`src/rtl/exu_wb_arb_if.sv`:
```
// Writeback bus between the ALU/MDU producers and the register-file write port.
// The arbiter sits on the slave side. The producers and the register file sit on the master side.
interface exu_wb_arb_if #(
  parameter int XLEN = 32
);
  logic [XLEN-1:0] alu_wb_data;
  logic [4:0]      alu_wb_rd_addr;
  logic            alu_wb_rd_wr_en;

  logic            mdu_wb_valid;
  logic            mdu_wb_ready;
  logic [XLEN-1:0] mdu_wb_data;
  logic [4:0]      mdu_wb_rd_addr;

  logic            rf_wr_en;
  logic [4:0]      rf_wr_addr;
  logic [XLEN-1:0] rf_wr_data;

  logic            exu_stall_req;
  logic            wb_pending;
  logic [63:0]     wb_count;

  modport slave (
    input  alu_wb_data, alu_wb_rd_addr, alu_wb_rd_wr_en,
    input  mdu_wb_valid, mdu_wb_data, mdu_wb_rd_addr,
    output mdu_wb_ready,
    output rf_wr_en, rf_wr_addr, rf_wr_data,
    output exu_stall_req, wb_pending, wb_count
  );

  modport master (
    output alu_wb_data, alu_wb_rd_addr, alu_wb_rd_wr_en,
    output mdu_wb_valid, mdu_wb_data, mdu_wb_rd_addr,
    input  mdu_wb_ready,
    input  rf_wr_en, rf_wr_addr, rf_wr_data,
    input  exu_stall_req, wb_pending, wb_count
  );
endinterface

```
`src/rtl/exu_wb_arb.sv`:
```
// Writeback arbiter: the ALU always owns the register-file port. MDU results take idle slots,
// either by bypass or from a small in-order FIFO. A starving FIFO head raises a stall request.
module exu_wb_arb #(
  parameter int XLEN       = 32,
  parameter int DEPTH      = 2,
  parameter int STARVE_MAX = 4
) (
  input  logic         clk,
  input  logic         rstn,
  exu_wb_arb_if.slave  wb
);

  localparam int PW = $clog2(DEPTH);
  localparam int CW = $clog2(STARVE_MAX + 1);

  typedef struct packed {
    logic [4:0]      rd;
    logic [XLEN-1:0] data;
  } wb_entry_t;

  // FIFO storage and pointers (one extra MSB distinguishes full from empty)
  wb_entry_t       mem_q [DEPTH];
  logic [PW:0]     rd_ptr_q, rd_ptr_d;
  logic [PW:0]     wr_ptr_q, wr_ptr_d;

  logic [CW-1:0]   starve_q, starve_d;
  logic            stall_q, stall_d;

  logic            rf_en_q, rf_en_d;
  logic [4:0]      rf_addr_q, rf_addr_d;
  logic [XLEN-1:0] rf_data_q, rf_data_d;
  logic [63:0]     count_q, count_d;

  logic            alu_valid;
  logic            fifo_empty;
  logic            fifo_full;
  logic            mdu_accept;
  logic            mdu_live;
  logic            deq;
  logic            bypass;
  logic            enq;
  wb_entry_t       head;

  assign head = mem_q[rd_ptr_q[PW-1:0]];

  // Slot arbitration and FIFO control
  always_comb begin
    alu_valid  = wb.alu_wb_rd_wr_en && (wb.alu_wb_rd_addr != 5'd0);
    fifo_empty = (rd_ptr_q == wr_ptr_q);
    fifo_full  = (rd_ptr_q[PW] != wr_ptr_q[PW]) &&
                 (rd_ptr_q[PW-1:0] == wr_ptr_q[PW-1:0]);
    mdu_accept = wb.mdu_wb_valid && !fifo_full;
    // A result for x0 completes the handshake but is dropped here, so it never occupies the FIFO
    mdu_live   = mdu_accept && (wb.mdu_wb_rd_addr != 5'd0);
    deq        = !alu_valid && !fifo_empty;
    bypass     = !alu_valid && fifo_empty && mdu_live;
    enq        = mdu_live && !bypass;
  end

  // Next-state logic
  always_comb begin
    // NOTE: every always_comb output gets a default first so no path can infer a latch.
    rd_ptr_d  = rd_ptr_q;
    wr_ptr_d  = wr_ptr_q;
    starve_d  = starve_q;
    stall_d   = stall_q;
    rf_en_d   = 1'b0;
    rf_addr_d = rf_addr_q;
    rf_data_d = rf_data_q;
    count_d   = count_q + {63'd0, rf_en_q};

    if (deq) rd_ptr_d = rd_ptr_q + 1'b1;
    if (enq) wr_ptr_d = wr_ptr_q + 1'b1;

    if (alu_valid) begin
      rf_en_d   = 1'b1;
      rf_addr_d = wb.alu_wb_rd_addr;
      rf_data_d = wb.alu_wb_data;
    end else if (deq) begin
      rf_en_d   = 1'b1;
      rf_addr_d = head.rd;
      rf_data_d = head.data;
    end else if (bypass) begin
      rf_en_d   = 1'b1;
      rf_addr_d = wb.mdu_wb_rd_addr;
      rf_data_d = wb.mdu_wb_data;
    end

    // Starvation counter saturates. Once the stall request is raised, it holds until the head drains.
    if (deq || fifo_empty) begin
      starve_d = '0;
      stall_d  = 1'b0;
    end else begin
      if (starve_q != CW'(STARVE_MAX)) starve_d = starve_q + 1'b1;
      if (starve_q == CW'(STARVE_MAX)) stall_d = 1'b1;
    end
  end

  // Control state: synchronous active-low reset
  always_ff @(posedge clk) begin
    // NOTE: sequential state uses non-blocking assignments only, so every flop samples pre-edge values.
    if (!rstn) begin
      rd_ptr_q  <= '0;
      wr_ptr_q  <= '0;
      starve_q  <= '0;
      stall_q   <= 1'b0;
      rf_en_q   <= 1'b0;
      rf_addr_q <= '0;
      rf_data_q <= '0;
      count_q   <= '0;
    end else begin
      rd_ptr_q  <= rd_ptr_d;
      wr_ptr_q  <= wr_ptr_d;
      starve_q  <= starve_d;
      stall_q   <= stall_d;
      rf_en_q   <= rf_en_d;
      rf_addr_q <= rf_addr_d;
      rf_data_q <= rf_data_d;
      count_q   <= count_d;
    end
  end

  // NOTE: the FIFO storage has no reset. Resetting the pointers empties it, so stale contents are never read.
  always_ff @(posedge clk) begin
    if (enq) mem_q[wr_ptr_q[PW-1:0]] <= '{rd: wb.mdu_wb_rd_addr, data: wb.mdu_wb_data};
  end

  assign wb.mdu_wb_ready  = !fifo_full;
  assign wb.rf_wr_en      = rf_en_q;
  assign wb.rf_wr_addr    = rf_addr_q;
  assign wb.rf_wr_data    = rf_data_q;
  assign wb.exu_stall_req = stall_q;
  assign wb.wb_pending    = !fifo_empty;
  assign wb.wb_count      = count_q;

endmodule

```
`src/flat_wrapper.sv`:
```
// flat-port wrapper written by rule: the top's interface ports become plain ports
module exu_wb_arb_flat 
#(
  parameter int XLEN       = 32,
  parameter int DEPTH      = 2,
  parameter int STARVE_MAX = 4
)
  (clk, rstn, wb_alu_wb_data, wb_alu_wb_rd_addr, wb_alu_wb_rd_wr_en, wb_mdu_wb_valid, wb_mdu_wb_data, wb_mdu_wb_rd_addr, wb_mdu_wb_ready, wb_rf_wr_en, wb_rf_wr_addr, wb_rf_wr_data, wb_exu_stall_req, wb_wb_pending, wb_wb_count);
  exu_wb_arb_if #(.XLEN(XLEN)) wb_i ();
  input  logic clk;
  input  logic rstn;
  input wire logic [$bits(wb_i.alu_wb_data)-1:0] wb_alu_wb_data;
  input wire logic [$bits(wb_i.alu_wb_rd_addr)-1:0] wb_alu_wb_rd_addr;
  input wire logic [$bits(wb_i.alu_wb_rd_wr_en)-1:0] wb_alu_wb_rd_wr_en;
  input wire logic [$bits(wb_i.mdu_wb_valid)-1:0] wb_mdu_wb_valid;
  input wire logic [$bits(wb_i.mdu_wb_data)-1:0] wb_mdu_wb_data;
  input wire logic [$bits(wb_i.mdu_wb_rd_addr)-1:0] wb_mdu_wb_rd_addr;
  output wire logic [$bits(wb_i.mdu_wb_ready)-1:0] wb_mdu_wb_ready;
  output wire logic [$bits(wb_i.rf_wr_en)-1:0] wb_rf_wr_en;
  output wire logic [$bits(wb_i.rf_wr_addr)-1:0] wb_rf_wr_addr;
  output wire logic [$bits(wb_i.rf_wr_data)-1:0] wb_rf_wr_data;
  output wire logic [$bits(wb_i.exu_stall_req)-1:0] wb_exu_stall_req;
  output wire logic [$bits(wb_i.wb_pending)-1:0] wb_wb_pending;
  output wire logic [$bits(wb_i.wb_count)-1:0] wb_wb_count;
  assign wb_i.alu_wb_data = wb_alu_wb_data;
  assign wb_i.alu_wb_rd_addr = wb_alu_wb_rd_addr;
  assign wb_i.alu_wb_rd_wr_en = wb_alu_wb_rd_wr_en;
  assign wb_i.mdu_wb_valid = wb_mdu_wb_valid;
  assign wb_i.mdu_wb_data = wb_mdu_wb_data;
  assign wb_i.mdu_wb_rd_addr = wb_mdu_wb_rd_addr;
  assign wb_mdu_wb_ready = wb_i.mdu_wb_ready;
  assign wb_rf_wr_en = wb_i.rf_wr_en;
  assign wb_rf_wr_addr = wb_i.rf_wr_addr;
  assign wb_rf_wr_data = wb_i.rf_wr_data;
  assign wb_exu_stall_req = wb_i.exu_stall_req;
  assign wb_wb_pending = wb_i.wb_pending;
  assign wb_wb_count = wb_i.wb_count;
  exu_wb_arb #(.XLEN(XLEN), .DEPTH(DEPTH), .STARVE_MAX(STARVE_MAX)) u_core (.clk(clk), .rstn(rstn), .wb(wb_i));
endmodule
```
`config.mk`:
```
export PLATFORM = sky130hd
export DESIGN_NAME = exu_wb_arb_flat
export DESIGN_NICKNAME = d
export VERILOG_FILES = /design/src/rtl/exu_wb_arb_if.sv /design/src/rtl/exu_wb_arb.sv /design/src/flat_wrapper.sv
export SDC_FILE = /design/constraint.sdc
export NUM_CORES = 1
export LEC_CHECK = 0
export ABC_AREA = 1
export CORE_MARGIN = 2
export CORE_UTILIZATION = 30
export CTS_CLUSTER_SIZE = 40
export DETAILED_ROUTE_END_ITERATION = 12
export GPL_TIMING_DRIVEN = 0
export PLACE_DENSITY = 0.58
export SYNTH_ARGS = -nofsm -noshare
export SYNTH_HDL_FRONTEND = slang
export SYNTH_SLANG_ARGS = --single-unit
export TNS_END_PERCENT = 30
```
`constraint.sdc`:
```
create_clock -name clk -period 6.8 [get_ports clk]
set_input_delay 2.04 -clock clk [delete_from_list [all_inputs] [get_ports clk]]
set_output_delay 2.04 -clock clk [all_outputs]
set_load 0.05 [all_outputs]
```
Word level (Yosys, flattened, before mapping)
Memories as Yosys holds them, arrays and structs flattened. A register that Yosys moved wholly into a read port is not among the register bits.
Index checks and enable logic that the tools add are counted.
{"block": "classes", "addsub": 4, "eq_ne": 5, "mux": 13, "n_bitwise": 1, "reduce_logical": 17}
{"cell": "2-to-1 mux 32 bit", "n": 3}
{"cell": "adder 64 x 1 -> 64 bit", "n": 1}
{"cell": "2-to-1 mux 5 bit", "n": 3}
{"cell": "nonzero test 5 bit", "n": 2}
{"cell": "logical AND 1 bit", "n": 8}
{"cell": "2-to-1 mux 1 bit", "n": 7}
{"cell": "adder 2 x 1 -> 2 bit (second input constant)", "n": 2}
{"cell": "zero test 1 bit", "n": 4}
{"cell": "adder 3 x 1 -> 3 bit (second input constant)", "n": 1}
{"cell": "== test 3 bit (second input constant)", "n": 1}
{"cell": "inequality test 3 bit (second input constant)", "n": 1}
{"cell": "nonzero test 3 bit", "n": 1}
{"cell": "== test 2 bit", "n": 1}
{"cell": "OR reduction 2 bit", "n": 1}
{"cell": "== test 1 bit", "n": 1}
{"cell": "logical OR 1 bit", "n": 1}
{"cell": "inequality test 1 bit", "n": 1}
{"cell": "inverter 1 bit", "n": 1}
{"block": "totals", "regBits": 110, "mem_bits_rw": 74, "out_inout_bits": 105, "word_cells": 49, "mem_count": 1}
{"memory": "u_core.mem_q", "words": 2, "width": 37, "rd": 1, "rd_clocked_by_memory_dff": 1, "wr": 1, "line_no": "exu_wb_arb.sv:22", "rtl": "wb_entry_t mem_q [DEPTH];"}

Logic depth before layout (Yosys ltp)
{"block": "depth", "ltp_word": 10, "depth_mapped": 10}

Worst setup path after synthesis
OpenSTA, ideal clock, no wires.
{"block": "synth_path", "path_kind": "input-to-reg", "startpoint": "in wb_alu_wb_rd_addr[4]", "endpoint": "mem u_core.mem_q[0][0] in the netlist's numbering (enable)", "setup_ps": 431, "arrival_time_ps": 4125, "t_required_ps": 6369, "path_slack_ps": 2244, "path_stages": 7, "path_cell_list": "inv_1 nand3_1 nand2_1 buf_2 nand2_1 nand2_1 nor2_1"}
{"block": "synth_between", "elab_chain_cells": 9}
{"item": "start, declared", "line_no": "flat_wrapper.sv:13", "rtl": "input wire logic [$bits(wb_i.alu_wb_rd_addr)-1:0] wb_alu_wb_rd_addr;"}
{"item": "nonzero test 5 bit", "line_no": "exu_wb_arb.sv:48", "rtl": "alu_valid = wb.alu_wb_rd_wr_en && (wb.alu_wb_rd_addr != 5'd0);"}
{"item": "logical AND 1 bit", "line_no": "exu_wb_arb.sv:48"}
{"item": "zero test 1 bit", "line_no": "exu_wb_arb.sv:56", "rtl": "bypass = !alu_valid && fifo_empty && mdu_live;"}
{"item": "logical AND 1 bit (2 in a row)", "line_no": "exu_wb_arb.sv:56"}
{"item": "zero test 1 bit", "line_no": "exu_wb_arb.sv:57", "rtl": "enq = mdu_live && !bypass;"}
{"item": "logical AND 1 bit", "line_no": "exu_wb_arb.sv:57"}
{"item": "2-to-1 mux 1 bit", "line_no": "exu_wb_arb.sv:125", "rtl": "if (enq) mem_q[wr_ptr_q[PW-1:0]] <= '{rd: wb.mdu_wb_rd_addr, data: wb.mdu_wb_data};"}
{"item": "2-to-1 mux 1 bit (not written as such)", "line_no": "exu_wb_arb.sv:125"}
{"item": "end, declared", "line_no": "exu_wb_arb.sv:22"}
No other way between the ends.

Final worst setup path
{"block": "layout_path", "startpoint": "reg u_core.wr_ptr_q[0]", "endpoint": "out wb_wb_pending"}
{"block": "layout_between", "elab_chain_cells": 2}
{"item": "start, declared", "line_no": "exu_wb_arb.sv:24", "rtl": "logic [PW:0] wr_ptr_q, wr_ptr_d;"}
{"item": "start signal, assigned", "line_no": "exu_wb_arb.sv:113", "rtl": "wr_ptr_q <= wr_ptr_d;"}
{"item": "== test 2 bit", "line_no": "exu_wb_arb.sv:49", "rtl": "fifo_empty = (rd_ptr_q == wr_ptr_q);"}
{"item": "zero test 1 bit", "line_no": "exu_wb_arb.sv:133", "rtl": "assign wb.wb_pending = !fifo_empty;"}
{"item": "end, declared", "line_no": "flat_wrapper.sv:23", "rtl": "output wire logic [$bits(wb_i.wb_pending)-1:0] wb_wb_pending;"}
No other way between the ends.

==> reports/metrics.csv <==
metric;value;unit
vias in the first global route;8201;
Post-Syn Area;8956;um^2
synth unique cells;33;
H-tree depth;4;
DRC violations left;0;
vias per inst;4.690;
final wirelength;29170;um
Mapped Cells;1205;
number of setup violations in the final report;0;
fill cell count;3048;
Clock Skews;0.01869;ns
RSZ-0062 raised after global routing;no;
synthesis warning total;0;
I/O Buffers;182;
Core ar.;29480;um^2
most common cell after layout, fill and taps aside;nand2_1;
Die Wd;176.8;um
Seq/Total Area, Yosys;49.62;%
Worst Path Arrival;2.36;ns
CTS root buf;clkbuf_16;
post-layout min period;4.402;ns
Top Ports;183;
clock-pin slew on the worst setup and hold paths;0.08;ns
antenna viol nets, final;0;
Crit Path Max Fanout;10;
CTS tree;done;
First-pass DRT Iterations;6;
endpoints failing hold;0;
Sink Count;185;
setup TNS;0;ns
fin. max-slew vios;0;
Worst-Margin Slew;0.8092;ns
Max Freq;227.2;MHz
PostCTS Resize Cnt;0;
Core Rows;63;
status;complete, no violations;
die area;31250;um^2
first-pass GRT wire length;44990;um
GPL Wtd Cong;0.8993;
hold buffer count at cts;0;
nets;1490;
antenna fix cells;0;
multi-input logic area;4036;um^2
Leakage;4.285;nW
Setup Crit Path Kind;reg -> out;
Area Overhead vs Synth;33.72;%
Tcrit/Tclk final;64.73;%
Setup Fix Bufs, Post-CTS;0;
grt ovf;0;
HP Class;reg -> reg;
Post-Syn Nets;1287;
Worst-Skew Late Latency;0.45;ns
Die H;176.8;um
CTS max path bufs;2;
FF/Latch Area;4444;um^2
Pwr Total;0.003323;W
Critical Path RT;4.76;ns
Max Cap Viol;0;
share of cells above drive strength 1;6.826;%
initial antenna violation count;1;
DRT iter0 DRCs;612;
Mean Syn Cell Area;7.432;um^2
most frequent cells in the layout;412 x nand2_1, 204 x nor2_1, 182 x clkdlybuf4s50_1;
largest net degree at the start of global routing;26;
TritonCTS Buffers;17;
post-DP HPWL;22260;um
Max rail drop VDD;0.1666;mV
Startpoint Class;flip-flop;
effective utilization at floorplan;30.38;%
PwrDens;277.4;nW/um^2
wire per inst;16.10;um
synthesized flop and latch total;185;
Max-slew headroom;46.06;%
GRT Total Usage;18.89;%
vias;8494;
CP endpoint kind;output port;
==> per-layer routing <==
metal | GRT usage [%] | part of all wire (%) | vias to the layer above
met5 | 0 | 0 | -
met4 | 6.749 | 2.6 | 0
met3 | 3.565 | 6.5 | 42
met2 | 31.33 | 46 | 292
met1 | 24.54 | 45 | 3881
li1 | - | - | 4279
==> cell families (layout without fill, tap and decap cells) <==
group                    Yosys count  count (layout)  synth area share, %
AO/OA/AOI/OAI                    117             117                6.594
XOR/XNOR                          13              13                1.271
adder cells (fa/ha/maj)            4               4               0.5588
buffers and inverters            118             334                5.476
flip-flops                       185             185                49.62
multiplexers                      12              12                1.341
AND/OR/NAND/NOR                  756             756                35.14
==> where the power goes <==
part | internal (W) | switching (W) | total (W) | leakage, nW
clock | 0.000524 | 0.000562 | 0.00109 | 0.314
combinational | 0.000299 | 0.000613 | 0.000912 | 2.38
sequential | 0.00128 | 0.0000482 | 0.00132 | 1.59
==> synth_stat cells <==
cell / n / area [um^2]
a211oi_1: 1 / 7.510
a21oi_1: 56 / 280.3
buf_1: 1 / 3.750
buf_2: 15 / 75.07
buf_4: 5 / 37.54
buf_6: 1 / 11.26
clkbuf_1: 14 / 52.55
clkbuf_2: 2 / 10.01
dfxtp_1: 111 / 2222
edfxtp_1: 74 / 2222
ha_1: 4 / 50.05
inv_1: 76 / 285.3
inv_2: 4 / 15.01
mux2i_1: 12 / 120.1
nand2_1: 412 / 1546
nand2_2: 6 / 37.54
nand2_4: 1 / 11.26
nand3_1: 66 / 330.3
nand3_2: 1 / 10.01
nand3b_1: 7 / 52.55
nand4_1: 17 / 106.4
nor2_1: 206 / 773.2
nor2_2: 6 / 37.54
nor2_4: 6 / 67.56
nor3_1: 4 / 20.02
nor3_2: 1 / 10.01
o21a_1: 1 / 7.510
o21ai_0: 58 / 290.3
o21ai_1: 1 / 5.000
or2_0: 10 / 62.56
or2_2: 13 / 81.33
xnor2_1: 6 / 52.55
xor2_1: 7 / 61.31
==> layout make-up <==
class | count | area share, %
Multi-Input combinational cell | 902 | 33.70
Buffer | 38 | 1.588
Clock buffer | 17 | 3.552
Tap cell | 390 | 4.074
Sequential cell | 185 | 37.11
Clock inverter | 15 | 1.922
Inverter | 80 | 2.507
Timing Repair Buffer | 184 | 15.55
==> flip-flops by register name, indices dropped and copies added (netlist names), named ones only <==
| signal | count |
|---|---|
| u_core.wr_ptr_q | 2 |
| u_core.wb.exu_stall_req | 1 |
| u_core.wb.rf_wr_en | 1 |
| u_core.mem_q | 74 |
| u_core.rd_ptr_q | 2 |
| u_core.wb.rf_wr_addr | 5 |
| u_core.wb.rf_wr_data | 32 |
| u_core.wb.wb_count | 64 |
| u_core.starve_q | 3 |
==> stage by stage <==
step | util (%) | cells | area, um^2 | hold WS, ns | setup slack, ns
detailed placement | 38.40 | 1779 | 11320 | 0.4441 | 2.411
global route | 40.62 | 1811 | 11980 | 0.5016 | 2.295
CTS | 40.62 | 1811 | 11980 | 0.4627 | 2.359
floorplan | - | 1205 | 8956 | 0.4774 | 2.244
global placement | 38.21 | 1777 | 11270 | 0.4467 | 0.4132
finish | 40.62 | 1811 | 11980 | 0.4623 | 2.398
==> worst max-delay path: stages (launching register included) <==
cell	delay (ns)
dfxtp_1	0.31
buf_4	0.16
xnor2_1	0.13
nand2_2	0.16
buf_2	0.30
clkdlybuf4s50_1	0.86
==> path summary, 6_finish.rpt <==
check | start | endpoint | slack [ns] | depth (start not counted)
setup reg to reg | u_core.wb.rf_wr_en | u_core.wb.wb_count[32] | 4.62 | 9
hold / removal | u_core.wb.rf_wr_data[12] | u_core.wb.rf_wr_data[12] | 0.46 | 2
hold reg to reg | u_core.wb.rf_wr_data[12] | u_core.wb.rf_wr_data[12] | 0.46 | 2
setup / recovery | u_core.wr_ptr_q[0] | wb_wb_pending | 2.40 | 5
Power figures use the tool's default switching activity.
